**config.mk**
```make
export PLATFORM = sky130hd
export DESIGN_NAME = fifo_wr_arbiter
export DESIGN_NICKNAME = d
export VERILOG_FILES = /design/src/rtl/fifo_pkg.sv /design/src/rtl/rr_pick.sv /design/src/rtl/fifo_wr_arbiter.sv
export SDC_FILE = /design/constraint.sdc
export NUM_CORES = 1
export LEC_CHECK = 0
export ABC_CLOCK_PERIOD_IN_PS = 4950
export CAP_MARGIN = 0
export CORE_MARGIN = 5
export CORE_UTILIZATION = 40
export DETAILED_ROUTE_END_ITERATION = 6
export GPL_ROUTABILITY_DRIVEN = 0
export PLACE_DENSITY_LB_ADDON = 0.2
export REMOVE_ABC_BUFFERS = 1
export SLEW_MARGIN = 20
export SYNTH_ARGS = -nofsm -noshare
export SYNTH_HDL_FRONTEND = slang
export SYNTH_SLANG_ARGS = --single-unit
```
**constraint.sdc**
```tcl
create_clock -name clk -period 4.95 [get_ports clk]
set_input_delay 1.2375 -clock clk [delete_from_list [all_inputs] [get_ports clk]]
set_output_delay 1.2375 -clock clk [all_outputs]
set_load 0.01 [all_outputs]
```
**src/rtl/fifo_pkg.sv**
```systemverilog
// Shared FIFO-controller definitions: arbiter state encoding and the
// round-robin search helper.
package fifo_pkg;

  localparam int unsigned MAX_REQ = 8;

  typedef enum logic {
    ST_IDLE = 1'b0,
    ST_BUSY = 1'b1
  } arb_state_e;

  // First set bit of req[n-1:0], searching upward from (last+1) mod n with wrap.
  // Returns last when nothing is set.
  function automatic logic [2:0] rr_first(input logic [MAX_REQ-1:0] req,
                                          input int unsigned last,
                                          input int unsigned n);
    logic        found;
    int unsigned idx;
    rr_first = last[2:0];
    found    = 1'b0;
    for (int unsigned i = 1; i <= n; i++) begin
      idx = (last + i) % n;
      if (!found && req[idx]) begin
        found    = 1'b1;
        rr_first = idx[2:0];
      end
    end
  endfunction

endpackage

```
**src/rtl/rr_pick.sv**
```systemverilog
// Combinational round-robin picker: next owner after `last` among set req bits.
module rr_pick
  import fifo_pkg::*;
#(
  parameter int unsigned NREQ = 4
) (
  input  logic [NREQ-1:0]         req,
  input  logic [$clog2(NREQ)-1:0] last,
  output logic [$clog2(NREQ)-1:0] pick,
  output logic                    any
);

  localparam int unsigned OW = $clog2(NREQ);

  logic [MAX_REQ-1:0] req_pad;
  logic [2:0]         pick_full;

  always_comb begin
    req_pad   = MAX_REQ'(req);
    pick_full = rr_first(req_pad, 32'(last), NREQ);
    pick      = pick_full[OW-1:0];
    any       = |req;
  end

endmodule

```
**src/rtl/fifo_wr_arbiter.sv**
```systemverilog
// Round-robin write arbiter: grants one requester at a time a tenure of up to
// BURST words into an external FIFO, with one arbitration cycle per tenure.
module fifo_wr_arbiter
  import fifo_pkg::*;
#(
  parameter int unsigned NREQ   = 4,
  parameter int unsigned DWIDTH = 8,
  parameter int unsigned BURST  = 4
) (
  input  logic                     clk,
  input  logic                     rst_n,
  input  logic [NREQ-1:0]          req,
  input  logic [NREQ*DWIDTH-1:0]   wdata,
  output logic [NREQ-1:0]          gnt,
  input  logic                     fifo_full,
  output logic                     fifo_wr_en,
  output logic [DWIDTH-1:0]        fifo_wdata,
  output logic [$clog2(NREQ)-1:0]  owner,
  output logic                     busy
);

  localparam int unsigned OW = $clog2(NREQ);
  localparam int unsigned CW = $clog2(BURST + 1);

  arb_state_e      state_q, state_d;
  logic [OW-1:0]   owner_q, owner_d;
  logic [CW-1:0]   cnt_q, cnt_d;
  logic [OW-1:0]   pick;
  logic            any_req;
  logic            xfer;

  rr_pick #(.NREQ(NREQ)) u_rr_pick (
    .req  (req),
    .last (owner_q),
    .pick (pick),
    .any  (any_req)
  );

  always_comb begin
    state_d = state_q;
    owner_d = owner_q;
    cnt_d   = cnt_q;
    xfer    = (state_q == ST_BUSY) && req[owner_q] && !fifo_full;
    case (state_q)
      ST_IDLE: begin
        if (any_req) begin
          owner_d = pick;
          cnt_d   = '0;
          state_d = ST_BUSY;
        end
      end
      ST_BUSY: begin
        // Dropped request ends the tenure; a full FIFO only stalls it.
        if (!req[owner_q]) begin
          state_d = ST_IDLE;
        end else if (!fifo_full) begin
          cnt_d = cnt_q + 1'b1;
          if (cnt_q + 1'b1 == CW'(BURST)) begin
            state_d = ST_IDLE;
          end
        end
      end
      default: state_d = ST_IDLE;
    endcase
  end

  always_comb begin
    gnt        = '0;
    fifo_wdata = '0;
    for (int unsigned i = 0; i < NREQ; i++) begin
      if (owner_q == OW'(i)) begin
        gnt[i] = xfer;
        if (state_q == ST_BUSY) begin
          fifo_wdata = wdata[i*DWIDTH +: DWIDTH];
        end
      end
    end
    fifo_wr_en = xfer;
    busy       = (state_q == ST_BUSY);
    owner      = owner_q;
  end

  always_ff @(posedge clk or negedge rst_n) begin
    if (!rst_n) begin
      state_q <= ST_IDLE;
      owner_q <= OW'(NREQ - 1);
      cnt_q   <= '0;
    end else begin
      state_q <= state_d;
      owner_q <= owner_d;
      cnt_q   <= cnt_d;
    end
  end

endmodule
```
==> results of run 1 <==
[synth_stat cells, drive strengths merged]
cell    number
o21ai        3
dfstp        2
a211o        9
o31ai        1
dfrtp        4
nand3b       1
o41ai        1
xnor2        1
a21oi        8
inv         13
nor2b        3
clkbuf       6
o221ai       1
nand3        1
a41o         1
ha           6
a221oi       8
and2         4
mux2i        2
a21boi       1
nand2b       1
mux2         1
nor3b        1
a22oi        1
nand2       15
nor3         1
and3         1
mux4         4
o311a        1
buf          2
clkinv       1
o21bai       2
[routing by layer]
metal,up-vias,GRT usage,wire length [um]
li1,501,-,-
met2,41,0.281,1280
met1,480,0.247,1370
met5,-,0,0
met4,0,0.0894,65
met3,7,0.0452,210
[placed cells by master, fill, tap and decap left out, drive strengths merged, types with 2 or more instances in the layout]
| cell type | n |
|---|---|
| a211o | 9 |
| a21oi | 8 |
| a221oi | 8 |
| and2 | 4 |
| clkbuf | 4 |
| clkdlybuf4s50 | 54 |
| dfrtp | 4 |
| dfstp | 2 |
| ha | 6 |
| inv | 13 |
| mux2i | 2 |
| mux4 | 4 |
| nand2 | 15 |
| nor2b | 3 |
| o21ai | 3 |
| o21bai | 2 |
[worst max-delay path, delay by kind of cell]
family	cells	cell delay [ns]
buffers and inverters	2	1.04
and+or+nand+nor	2	0.51
muxes	1	0.59
[worst paths after layout]
check | from | end | cells past startpoint
worst min register to register | cnt_q[0] | cnt_q[0] | 1
min in group asynchronous | rst_n | cnt_q[0] | 1
worst max-delay path | req[2] | gnt[2] | 5
worst min-delay path | cnt_q[0] | cnt_q[0] | 1
max in group asynchronous | rst_n | owner[1] | 1
worst max register to register | owner[0] | owner[1] | 6
[flip-flops by register name, summed over array words and instances (netlist names)]
register	count
cnt_q	3
owner	2
busy	1
[cell type report]
cell class	instances	area [um2]
Clock buffer	4	26.3
Fill cell	190	724
Inverter	14	52.6
Multi-Input combinational cell	79	638
Sequential cell	6	153
Tap cell	28	35.0
Timing Repair Buffer	54	541
[logic make-up after synthesis]
kind of cell | Yosys count | share of synthesized area
AOI/OAI and AO/OA | 37 | 0.328
xor gates and xnor gates | 1 | 0.00986
adders and majority gates | 6 | 0.0845
muxes | 7 | 0.141
DFF | 6 | 0.172
and+or+nand+nor | 28 | 0.155
buffers and inverters | 22 | 0.110
[power by group through the flow]
stage,Clock [mW],Sequential (mW),Combinational (mW)
after global placement,0,0.120,0.607
after detailed placement,0,0.121,0.622
after floorplan,0,0.117,0.382
final,0.0508,0.122,0.621
after global routing,0.0555,0.129,0.675
after CTS,0.0526,0.122,0.623
==> results.json, run 1 <==
{
  "path_max_fanout": 9,
  "ant_nets": 0,
  "finClkSkew_ns": 0.00224,
  "clk-insertion-delay-late_ns": 0.25,
  "postCtsResizedCells": 0,
  "comb_power_share": 0.783,
  "die_area_um2": 3260,
  "core-area_um2": 2170,
  "cts_hold_buf": 0,
  "layout-drive-gt1-share": 0.0637,
  "crit_top_cell": "clkdlybuf4s50_1",
  "grt_overflow": 0,
  "cts_root_buffer": "clkbuf_4",
  "netlist_area_um2": 888,
  "ys_seq_area_frac": 0.172,
  "slowest_stage": "mux4_1",
  "power_frac_clock": 0.064,
  "synthTopCellsByArea": "dfrtp_1, a211o_1, ha_1",
  "path_clk_slew_ns": 0.05,
  "setup_viol": 0,
  "finalPower_mw": 0.794,
  "slew_violations": 0,
  "routed_wl_mm": 2.92,
  "ys_types": 34,
  "finalCriticalPeriod_ns": 4.63,
  "max_freq_ghz": 0.216,
  "antenna_found_initial": 0,
  "clockBufferDepth": 2,
  "die_w_um": 57.1,
  "ys_ff_latch": 6,
  "drtIter0Drc": 26,
  "cellPowerDensity_nw_per_um2": 549,
  "peakVddDrop_mv": 0.350,
  "max-slew-margin-rel": 0.533,
  "cp-start-kind": "input port",
  "ys_warn_count": 0,
  "synth_top_area_share": 0.113,
  "dpl-instance-area_um2": 1420,
  "cts_tree": "built",
  "worstPathArrival_ns": 3.39,
  "drc": 0,
  "seqPwrFrac": 0.153,
  "r2r_slack_ns": 2.63,
  "crit_path_end_kind": "output pin",
  "place_ws_ns": 0.339,
  "fin_ws_ns": 0.320,
  "std_cell_rows": 17,
  "cts_buffers": 3,
  "htree_levels": 1,
  "p_sw_mw": 0.351,
  "vias": 1029,
  "nets": 203,
  "first_global_vias": 971,
  "cts_sinks": 6,
  "syn_inst": 107,
  "slowest_delay_ns": 0.59,
  "maxCapViolCount": 0,
  "fin_crit_sh": 0.935,
  "dp_hpwl_mm": 2.24,
  "hold_path.class": "reg2reg",
  "area_delta_synth_final_pct": 62.7,
  "die_h_um": 57.1,
  "start_util": 0.409,
  "hold_ws_ns": 0.487,
  "synth_top_area_cell": "dfrtp_1",
  "post_cts_buffers": 0,
  "worstMarginPinSlew_ns": 0.693,
  "p_int_mw": 0.443,
  "vias_per_cell": 5.56,
  "power.leakage_nw": 0.596,
  "firstDrtPassIters": 4,
  "grt_pass1_wl_mm": 4.77,
  "switching_share": 0.442,
  "antenna_cells": 0,
  "worstPathRequired_ns": 3.71,
  "crit_type": "in2out",
  "hold_viol": 0,
  "io-pin-count": 55,
  "wire_per_inst_um": 15.8,
  "layoutNonFillerInstCount": 185,
  "path_cells": "clkdlybuf4s50_1, mux4_1, and3_1, and2_1, clkdlybuf4s50_1",
  "placed_cells": 181,
  "status": "finished, final reports clean",
  "synth.avg_cell_area_um2": 8.30,
  "port_buffers": 54,
  "grt_max_degree": 18,
  "utilization": 0.666,
  "grt_usage": 0.186,
  "rsz0062_at_grt": "false",
  "tns_ns": 0,
  "fin_area_um2": 1450
}
Power figures use the tool's default switching activity.
==> inputs of run 2 (changes only) <==
--- a/config.mk
+++ b/config.mk
@@ -8,7 +8,7 @@
 export ABC_CLOCK_PERIOD_IN_PS = 4950
 export CAP_MARGIN = 0
 export CORE_MARGIN = 5
-export CORE_UTILIZATION = 40
+export CORE_UTILIZATION = 38
 export DETAILED_ROUTE_END_ITERATION = 6
 export GPL_ROUTABILITY_DRIVEN = 0
 export PLACE_DENSITY_LB_ADDON = 0.2
@@ -16,4 +16,5 @@
 export SLEW_MARGIN = 20
 export SYNTH_ARGS = -nofsm -noshare
 export SYNTH_HDL_FRONTEND = slang
+export SYNTH_HIERARCHICAL = 1
 export SYNTH_SLANG_ARGS = --single-unit
==> results.json, run 2 <==
{
  "port_buffers": 54,
  "worstPathRequired_ns": 3.71,
  "netlist_area_um2": 793,
  "slew_violations": 0,
  "fillers": 167,
  "grt_overflow": 0,
  "core-area_um2": 1980,
  "synth-edff-count": 0,
  "multi_input_area_um2": 578,
  "crit_type": "in2out",
  "area_delta_synth_final_pct": 70.2,
  "wire_per_inst_um": 15.1,
  "fin_area_um2": 1350,
  "ys_warn_count": 6,
  "io-pin-count": 55,
  "peakVddDrop_mv": 0.357,
  "dpl-instance-area_um2": 1320,
  "async_reset_ff_frac": 1.00,
  "ant_nets": 0,
  "worstMarginPinSlew_ns": 0.535,
  "drc": 0,
  "crit_path_end_kind": "output pin",
  "path_max_fanout": 6,
  "finClkSkew_ns": 0.00621,
  "top_register": "cnt_q",
  "cts_tree": "built",
  "r2r_cells": 3,
  "std_cell_rows": 16,
  "htree_levels": 1,
  "drtIter0Drc": 7,
  "hold_viol": 0,
  "maxCapViolCount": 0,
  "synthTopCellsByArea": "mux4_2, dfrtp_1, mux4_1",
  "tns_ns": 0,
  "crit_start": "req[3]",
  "vias_per_cell": 5.12,
  "first_global_vias": 873,
  "seqCellArea_um2": 153,
  "rr_endpoint": "cnt_q[1]",
  "ys_types": 31,
  "layout_commonest_cell": "clkdlybuf4s50_1",
  "die_area_um2": 3100,
  "synth.avg_cell_area_um2": 9.67,
  "clk-insertion-delay-late_ns": 0.24,
  "layoutNonFillerInstCount": 162,
  "layout-drive-gt1-share": 0.111,
  "hold_path.class": "reg2reg",
  "grt_usage": 0.163,
  "critPathCapture": "fifo_wr_en",
  "vias": 830,
  "synth_top_area_cell": "mux4_2",
  "cellPowerDensity_nw_per_um2": 432,
  "r2r_slack_ns": 3.19,
  "path_clk_slew_ns": 0.05,
  "ys_ff_latch": 6,
  "final_cell_mix": "clkdlybuf4s50_1, and2_1, nand2_1",
  "placed_cells": 158,
  "cts_hold_buf": 0,
  "antenna_cells": 0,
  "cp-start-kind": "input port",
  "routed_wl_mm": 2.44,
  "grt_max_degree": 23,
  "largest_reg_flops": 3,
  "ys.flop_type": "dfrtp_1",
  "antenna_found_initial": 0,
  "status": "finished, final reports clean",
  "syn_inst": 82,
  "r2r_start": "owner[0]",
  "yosysMostFrequentCell": "and2_1",
  "die_h_um": 55.7,
  "ys_seq_area_frac": 0.192,
  "max_freq_ghz": 0.238,
  "rsz0062_at_grt": "false",
  "clockBufferDepth": 2,
  "grt_pass1_wl_mm": 4.12,
  "finalPower_mw": 0.584,
  "worstPathArrival_ns": 2.97,
  "nets": 177,
  "cts_buffers": 3,
  "postCtsResizedCells": 0,
  "cts_root_buffer": "clkbuf_4",
  "max-slew-margin-rel": 0.644,
  "synth_top_area_share": 0.142,
  "firstDrtPassIters": 4,
  "finalCriticalPeriod_ns": 4.21,
  "dp_hpwl_mm": 1.97,
  "post_cts_buffers": 0,
  "setup_viol": 0,
  "power.leakage_nw": 0.520,
  "die_w_um": 55.7,
  "synth_common_cells": "and2_1, nand2_1, nor2_1",
  "cts_sinks": 6,
  "start_util": 0.400,
  "fin_crit_sh": 0.850
}
==> run 2: how the worst min path moves through the flow <==
stage	slack, ns	cells after the start	to	start
final	0.51	2	cnt_q[2]	cnt_q[2]
after global placement	0.49	2	cnt_q[2]	cnt_q[2]
after global routing	0.57	2	cnt_q[2]	cnt_q[2]
after detailed placement	0.51	2	cnt_q[2]	cnt_q[2]
after floorplan	0.48	2	cnt_q[2]	cnt_q[2]
after CTS	0.52	2	cnt_q[2]	cnt_q[2]
==> run 2: cell type report <==
| type | count | share of cell area |
|---|---|---|
| Clock buffer | 4 | 0.0195 |
| Inverter | 5 | 0.0139 |
| Multi-Input combinational cell | 66 | 0.428 |
| Sequential cell | 6 | 0.113 |
| Tap cell | 27 | 0.0250 |
| Timing Repair Buffer | 54 | 0.400 |
==> run 2: cells by family (layout without fill, tap and decap cells) <==
logic type                 Yosys count  in the layout  synth area share
muxes                               14             14             0.322
AOI/OAI and AO/OA                   13             13             0.129
DFF                                  6              6             0.192
buffers and inverters               10             63            0.0789
adders and majority gates            2              2            0.0315
and+or+nand+nor                     37             37             0.246
==> run 2: per-layer routing <==
metal | GRT usage | routed length [um] | share of wire | up-vias
met5 | 0 | 0 | 0 | -
met2 | 0.287 | 1190 | 0.49 | 29
met1 | 0.200 | 1120 | 0.46 | 385
li1 | - | - | - | 416
met3 | 0.0278 | 129 | 0.053 | 0
met4 | 0.0521 | 0 | 0 | 0
==> run 2: report_power, final <==
group / leakage, nW / internal, mW / switching (mW)
Sequential: 0.0732 / 0.0759 / 0.0823
Clock: 0.0150 / 0.0304 / 0.0160
Combinational: 0.432 / 0.251 / 0.128
Total: 0.520 / 0.357 / 0.226
==> run 2: per-stage QoR <==
step	hold slack (ns)	setup WS, ns	util
2_1_floorplan	0.481	1.82	-
3_3_place_gp	0.494	0.767	0.668
3_5_place_dp	0.506	0.754	0.668
4_1_cts	0.516	0.752	0.681
5_1_grt	0.568	0.670	0.681
6_report	0.513	0.744	0.681
==> run 2: critical path, stage by stage <==
cell	delay, ns
clkdlybuf4s50_1	0.56
mux2i_1	0.18
mux2_2	0.32
nor2_1	0.10
clkdlybuf4s50_1	0.56
==> inputs of run 3 (changes only) <==
--- a/config.mk
+++ b/config.mk
@@ -5,10 +5,10 @@
 export SDC_FILE = /design/constraint.sdc
 export NUM_CORES = 1
 export LEC_CHECK = 0
-export ABC_CLOCK_PERIOD_IN_PS = 4950
+export ABC_CLOCK_PERIOD_IN_PS = 3700
 export CAP_MARGIN = 0
 export CORE_MARGIN = 5
-export CORE_UTILIZATION = 38
+export CORE_UTILIZATION = 31
 export DETAILED_ROUTE_END_ITERATION = 6
 export GPL_ROUTABILITY_DRIVEN = 0
 export PLACE_DENSITY_LB_ADDON = 0.2
==> constraint.sdc (replaced) <==
create_clock -name clk -period 3.7 [get_ports clk]
set_input_delay 0.925 -clock clk [delete_from_list [all_inputs] [get_ports clk]]
set_output_delay 0.925 -clock clk [all_outputs]
set_load 0.01 [all_outputs]
==> results.json, run 3 (synthesis results as in run 2) <==
{
  "fin_crit_sh": 0.957,
  "core-area_um2": 2450,
  "antenna_cells": 0,
  "firstDrtPassIters": 5,
  "top_register": "cnt_q",
  "htree_levels": 1,
  "cts_sinks": 6,
  "crit_path_end_kind": "output pin",
  "hold_path.class": "reg2reg",
  "drc": 0,
  "worstMarginPinSlew_ns": 0.588,
  "maxCapViolCount": 0,
  "wl_met3_um": 275,
  "seqPwrFrac": 0.275,
  "layout_commonest_cell": "clkdlybuf4s50_1",
  "cts_hold_buf": 0,
  "status": "finished, final reports clean",
  "grt_pass1_wl_mm": 3.93,
  "crit_start": "req[1]",
  "first_global_vias": 789,
  "grt_max_degree": 23,
  "power_frac_clock": 0.081,
  "routed_wl_mm": 2.69,
  "clockBufferDepth": 2,
  "utilization": 0.558,
  "cts_tree": "built",
  "area_delta_synth_final_pct": 72.6,
  "crit_type": "in2out",
  "antenna_found_initial": 0,
  "worstPathRequired_ns": 2.77,
  "layout-drive-gt1-share": 0.124,
  "top_layer": "met3",
  "p_int_mw": 0.479,
  "postCtsResizedCells": 0,
  "r2r_slack_ns": 1.92,
  "path_max_fanout": 5,
  "p_sw_mw": 0.309,
  "cp-start-kind": "input port",
  "grt_overflow": 0,
  "max_freq_ghz": 0.282,
  "rsz0062_at_grt": "false",
  "cellPowerDensity_nw_per_um2": 576,
  "vias": 861,
  "vias_per_cell": 5.16,
  "worstPathArrival_ns": 2.62,
  "rr_endpoint": "cnt_q[1]",
  "io-pin-count": 55,
  "cts_buffers": 3,
  "final_cell_mix": "clkdlybuf4s50_1, and2_1, nand2_1",
  "comb_power_share": 0.644,
  "hold_viol": 0,
  "die_w_um": 60.6,
  "critPathCapture": "fifo_wr_en",
  "start_util": 0.323,
  "drtIter0Drc": 37,
  "dp_hpwl_mm": 2.19,
  "die_h_um": 60.6,
  "ant_nets": 0,
  "cts_root_buffer": "clkbuf_4",
  "slew_violations": 0,
  "r2r_cells": 3,
  "peakVddDrop_mv": 0.543,
  "die_area_um2": 3670,
  "route.met2.wl_mm": 1.28,
  "path_clk_slew_ns": 0.04,
  "port_buffers": 54,
  "max-slew-margin-rel": 0.608,
  "clk-insertion-delay-late_ns": 0.24,
  "power.leakage_nw": 0.530,
  "tns_ns": 0,
  "r2r_start": "owner[0]",
  "grt_usage": 0.142,
  "std_cell_rows": 18,
  "post_cts_buffers": 0,
  "largest_reg_flops": 3,
  "wire_per_inst_um": 16.1,
  "finalCriticalPeriod_ns": 3.54,
  "nets": 179,
  "switching_share": 0.392,
  "met1_length_mm": 1.13,
  "setup_viol": 0,
  "dpl-instance-area_um2": 1340,
  "finClkSkew_ns": 0.000151,
  "fin_area_um2": 1370
}
==> run 3: power by group through the flow <==
| stage | sequential [mW] | combinational [mW] | clock [mW] |
|---|---|---|---|
| 6_report | 0.217 | 0.507 | 0.0642 |
| 5_1_grt | 0.233 | 0.544 | 0.0745 |
| 4_1_cts | 0.219 | 0.516 | 0.0677 |
| 3_5_place_dp | 0.219 | 0.515 | 0 |
| 3_3_place_gp | 0.218 | 0.503 | 0 |
| 2_1_floorplan | 0.193 | 0.279 | 0 |
==> run 3: how the worst min path moves through the flow <==
stage,startpoint,to,depth (start not counted)
detailed placement,cnt_q[1],cnt_q[1],2
global route,cnt_q[1],cnt_q[1],2
global placement,cnt_q[2],cnt_q[2],2
finish,cnt_q[1],cnt_q[1],2
floorplan,cnt_q[2],cnt_q[2],2
CTS,cnt_q[1],cnt_q[1],2
==> run 3: critical path, stage by stage <==
cell and delay (ns):
clkdlybuf4s50_1 0.55, mux2i_1 0.17, mux2_2 0.32, nor2_1 0.10
clkdlybuf4s50_1 0.54
==> run 3: layout make-up <==
class,count,area (um2)
Sequential cell,6,153
Clock buffer,4,26.3
Tap cell,30,37.5
Inverter,5,18.8
Timing Repair Buffer,56,556
Multi-Input combinational cell,66,578
Fill cell,229,1090
==> run 3: through the flow <==
step,cells,total power [mW],hold slack [ns],worst slack (ns)
4_1_cts,167,0.803,0.566,0.134
5_1_grt,167,0.852,0.568,0.0326
6_report,167,0.788,0.556,0.157
3_3_place_gp,163,0.721,0.535,0.177
2_1_floorplan,77,0.472,0.481,1.20
3_5_place_dp,163,0.734,0.556,0.142
==> run 3: routing by layer <==
metal  GRT usage  vias to the layer above
met5           0                        -
met4     0.00929                        0
met3      0.0383                        0
met2       0.252                       42
met1       0.180                      400
li1            -                      419
